$ cat src/rtl/seq_detector_prog.sv
// Programmable serial bit-pattern detector (Mealy).
// Keeps the last PAT_W-1 accepted bits and compares them, together with the
// current input bit, against a run-time loadable pattern. Supports overlapping
// and non-overlapping detection, a registered copy of the match and a
// saturating match counter.
module seq_detector_prog #(
  parameter int              PAT_W     = 4,
  parameter int              CNT_W     = 8,
  parameter logic [PAT_W-1:0] RESET_PAT = 4'b1101
) (
  input  logic             clk,
  input  logic             rst,
  input  logic             din_valid,
  input  logic             din,
  input  logic             pat_load,
  input  logic [PAT_W-1:0] pattern,
  input  logic             overlap_en,
  input  logic             cnt_clr,
  output logic             match,
  output logic             match_q,
  output logic [CNT_W-1:0] match_cnt
);

  // History fill level spans 0..PAT_W-1.
  localparam int               FILL_W    = (PAT_W > 2) ? $clog2(PAT_W) : 1;
  localparam logic [FILL_W-1:0] FILL_FULL = FILL_W'(PAT_W - 1);
  localparam logic [CNT_W-1:0]  CNT_MAX   = {CNT_W{1'b1}};

  generate
    if (PAT_W < 2 || PAT_W > 32) begin : g_bad_pat_w
      $error("seq_detector_prog: PAT_W must be within 2..32");
    end
  endgenerate

  logic [PAT_W-1:0]  pat_r;
  logic [PAT_W-2:0]  hist_r;
  logic [FILL_W-1:0] fill_r;
  logic [CNT_W-1:0]  cnt_r;
  logic              match_q_r;

  logic [PAT_W-1:0]  window_s;
  logic              match_s;
  logic [PAT_W-1:0]  pat_nxt_s;
  logic [PAT_W-2:0]  hist_nxt_s;
  logic [FILL_W-1:0] fill_nxt_s;
  logic [CNT_W-1:0]  cnt_nxt_s;

  // Candidate window: stored history with the current bit as the newest.
  assign window_s = {hist_r, din};

  // Mealy match: only on an accepted bit with a full history.
  always_comb begin
    match_s = 1'b0;
    if (din_valid && !pat_load && (fill_r == FILL_FULL) && (window_s == pat_r)) begin
      match_s = 1'b1;
    end else begin
      match_s = 1'b0;
    end
  end

  // Next pattern, history and fill level; a load restarts history collection.
  always_comb begin
    pat_nxt_s  = pat_r;
    hist_nxt_s = hist_r;
    fill_nxt_s = fill_r;
    if (pat_load) begin
      pat_nxt_s  = pattern;
      fill_nxt_s = '0;
    end else if (din_valid) begin
      hist_nxt_s = window_s[PAT_W-2:0];
      if (match_s && !overlap_en) begin
        fill_nxt_s = '0;
      end else if (fill_r == FILL_FULL) begin
        fill_nxt_s = fill_r;
      end else begin
        fill_nxt_s = fill_r + FILL_W'(1);
      end
    end else begin
      hist_nxt_s = hist_r;
      fill_nxt_s = fill_r;
    end
  end

  // Match counter: clear has priority but still counts a coincident match.
  always_comb begin
    cnt_nxt_s = cnt_r;
    if (cnt_clr) begin
      if (match_s) begin
        cnt_nxt_s = CNT_W'(1);
      end else begin
        cnt_nxt_s = '0;
      end
    end else if (match_s) begin
      if (cnt_r == CNT_MAX) begin
        cnt_nxt_s = cnt_r;
      end else begin
        cnt_nxt_s = cnt_r + CNT_W'(1);
      end
    end else begin
      cnt_nxt_s = cnt_r;
    end
  end

  // State registers with asynchronous reset back to the reset pattern.
  always_ff @(posedge clk or posedge rst) begin
    if (rst) begin
      pat_r     <= RESET_PAT;
      hist_r    <= '0;
      fill_r    <= '0;
      cnt_r     <= '0;
      match_q_r <= 1'b0;
    end else begin
      pat_r     <= pat_nxt_s;
      hist_r    <= hist_nxt_s;
      fill_r    <= fill_nxt_s;
      cnt_r     <= cnt_nxt_s;
      match_q_r <= match_s;
    end
  end

  assign match     = match_s;
  assign match_q   = match_q_r;
  assign match_cnt = cnt_r;

endmodule
$ cat config.mk
export PLATFORM = sky130hd
export DESIGN_NAME = seq_detector_prog
export DESIGN_NICKNAME = d
export VERILOG_FILES = /design/src/rtl/seq_detector_prog.sv
export SDC_FILE = /design/constraint.sdc
export NUM_CORES = 1
export LEC_CHECK = 0
export BUFFER_PORTS_ARGS = -buffer_cell sky130_fd_sc_hd__clkbuf_2
export CAP_MARGIN = 20
export CORE_UTILIZATION = 45
export CTS_CLUSTER_DIAMETER = 50
export CTS_CLUSTER_SIZE = 14
export DETAILED_ROUTE_END_ITERATION = 8
export PLACE_DENSITY = 0.67
export SKIP_CTS_REPAIR_TIMING = 1
export SYNTH_ARGS = -nofsm -noshare
export SYNTH_HDL_FRONTEND = slang
export SYNTH_SLANG_ARGS = --single-unit
$ cat constraint.sdc
create_clock -name clk -period 2.3 [get_ports clk]
set_clock_uncertainty 0.15 [all_clocks]
set_input_delay 0.23 -clock clk [delete_from_list [all_inputs] [get_ports clk]]
set_output_delay 0.23 -clock clk [all_outputs]
set_load 0.05 [all_outputs]
==> flow_metrics.tcl <==
set metrics [dict create \
    power.internal_uw 497 \
    min_path_type "in2reg" \
    setup_viol 0 \
    clkLatencyLatePin_ps 290 \
    syn-num-nets 106 \
    crit_chain "xnor2_1 -> nand3_2 -> nor2_2 -> buf_2" \
    cts_made_buffers 3 \
    synthCells 93 \
    drtIter0Drc 14 \
    grt_pass1_vias 780 \
    first_pass_iters 4 \
    ys_types 34 \
    crit_type "reg2out" \
    cp_data_required_time_ps 1920 \
    port_buffers 20 \
    die_h_um 50.6 \
    post_synth_instance_area_mm2 0.00106 \
    cts-root-buf "clkbuf_4" \
    cts.reportedPaths.clkPinSlew_ps 110 \
    yosysSeqAreaShare_pct 42.7 \
    layout_min_cycle_time_ps 2150 \
    num-nets-final 129 \
    path_depth 4 \
    crit_arrival_ps 1770 \
    final_common_cell "clkbuf_2" \
    cts.htree.levels 1 \
    dieArea_mm2 0.00256 \
    syn_area_per_cell_um2 11.4 \
    hpwl_mm 1.42 \
    mostFrequentLayoutCells "19 x clkbuf_2, 15 x dfrtp_1, 9 x mux2_2" \
    cts_tree "yes" \
    dp_cells 138 \
    switching_share_pct 27.8 \
    gr-total-overflow 0 \
    peakVddDrop_mv 0.463 \
    die_w_um 50.6 \
    cts_sinks 18 \
    pwr_density_cell_mw_per_mm2 565 \
    grt_antenna_before_repair 0 \
    switchingPower_uw 191 \
    cp_top_family "flip-flops" \
    start_kind "flip-flop" \
    hold_depth 2 \
    crit_fanout 10 \
    area_growth_pct 14.3 \
    hold_violations 0 \
    route.detailed.drc 0 \
    p_comb_share_pct 18.6 \
    synth_warnings 0 \
    start_util_pct 48.1 \
    status "finished clean" \
    cap_violations 0 \
    pin_count 21 \
    grt_pass1_wl_mm 3.39 \
    fin_crit_sh_pct 93.4 \
    rsz0062_at_grt "false" \
    synth-seq-cells 18 \
    p_leak_nw 0.549 \
    core_area_mm2 0.00221 \
    avgViaCountPerCell 5.50 \
    grt_usage_pct 17.6 \
    clk_path_buf_depth 2 \
    cp-end-kind "primary output" \
    route.vias.total 786 \
    fmax_ghz 0.466 \
    cpPeakStageDelay_ps 560 \
    crit_slowest_cell "dfstp_2" \
    antenna_cells 0 \
    relSlewSlack_pct 54.7 \
    reg2reg_depth 4 \
    wl_per_cell_um 13.2 \
    seq_power_share_pct 52.9 \
    worst-path-buf-inv 1 \
    total_power_uw 688 \
    final_antenna_net_count 0 \
    setup_tns_ps 0 \
    drv_slew 0 \
    rows 17 \
    clkPwrFrac_pct 28.5 \
    grt_max_degree 19 \
    drt_wl_total_mm 1.89 \
    final_cells 143 \
    drive_above_1_share_pct 42.6 \
    worstMarginPinSlew_ps 679 \
    gp_congestion 0.762 \
]
cells by family (layout without fill, tap and decap cells):
| logic type | Yosys count | in the layout | share of synthesized area [%] |
|---|---|---|---|
| AO/OA/AOI/OAI | 11 | 11 | 9.17 |
| AND/OR/NAND/NOR | 39 | 39 | 24.2 |
| adder cells (fa/ha/maj) | 2 | 2 | 2.35 |
| multiplexers | 13 | 13 | 13.6 |
| flip-flops | 18 | 18 | 42.7 |
| buffers and inverters | 6 | 28 | 4.00 |
| XOR/XNOR | 4 | 4 | 4.00 |
routing by layer:
metal / vias to the layer above / track usage (%) / share of wire (%)
li1: 381 / - / -
met1: 378 / 20.9 / 43
met2: 23 / 31.8 / 52
met3: 4 / 2.42 / 3.7
met4: 0 / 6.94 / 0.90
met5: - / 0 / 0
state kept, by name (all words and copies together) (netlist names):
| register | flops |
|---|---|
| fill_r | 2 |
| hist_r | 3 |
| match_cnt | 8 |
| match_q | 1 |
| pat_r | 4 |
area by class of cell:
type / count / area, um^2
flip-flops and latches: 18 / 454
repair buffers: 21 / 110
clock buffers: 4 / 36.3
well taps: 28 / 35.0
fillers: 207 / 995
inverters: 3 / 11.3
multi-input cells: 69 / 571
power by group through the flow:
stage / Clock, mW / Sequential [mW] / Combinational [mW]
2_1_floorplan: 0 / 0.370 / 0.0998
4_1_cts: 0.205 / 0.365 / 0.129
3_5_place_dp: 0 / 0.371 / 0.128
6_report: 0.196 / 0.364 / 0.128
5_1_grt: 0.213 / 0.367 / 0.143
3_3_place_gp: 0 / 0.370 / 0.122
synth_stat cells, drive strengths merged:
cell | n | area, um^2
dfrtp | 15 | 375
mux2 | 12 | 135
nor2 | 6 | 22.5
nor2b | 6 | 45.0
and3 | 5 | 36.3
nand3 | 5 | 35.0
nor3 | 5 | 45.0
xnor2 | 4 | 42.6
dfstp | 3 | 78.8
inv | 3 | 11.3
nand2 | 3 | 11.3
nand2b | 3 | 18.8
a21oi | 2 | 10.0
a31oi | 2 | 12.5
and4 | 2 | 17.5
buf | 2 | 22.5
ha | 2 | 25.0
nand4 | 2 | 12.5
o21ai | 2 | 10.0
a311oi | 1 | 8.76
and2b | 1 | 7.51
dlygate4sd1 | 1 | 8.76
mux2i | 1 | 10.0
o2111ai | 1 | 26.3
o311ai | 1 | 8.76
o31a | 1 | 8.76
o31ai | 1 | 12.5
or2 | 1 | 6.26
worst paths after layout:
path | from | endpoint | slack, ps
max in group asynchronous | rst | match_cnt[3] | 1160
min reg2reg | hist_r[2] | hist_r[2] | 400
max reg2reg | pat_r[3] | match_cnt[2] | 460
max | pat_r[3] | match | 150
min in group asynchronous | rst | hist_r[2] | 410
min | pattern[2] | pat_r[2] | 10
stage by stage:
step | worst slack [ps] | hold slack, ps | util (%) | cell area, um^2
after floorplan | 160 | 16.4 | - | 1060
after CTS | 65.8 | -116 | 54.5 | 1200
final | 153 | 15.0 | 55.0 | 1220
after global placement | 455 | 196 | 52.8 | 1170
after detailed placement | 401 | 211 | 52.8 | 1170
after global routing | 35.1 | 1.84 | 55.0 | 1220
No activity file was read; power rests on OpenSTA's default activity.
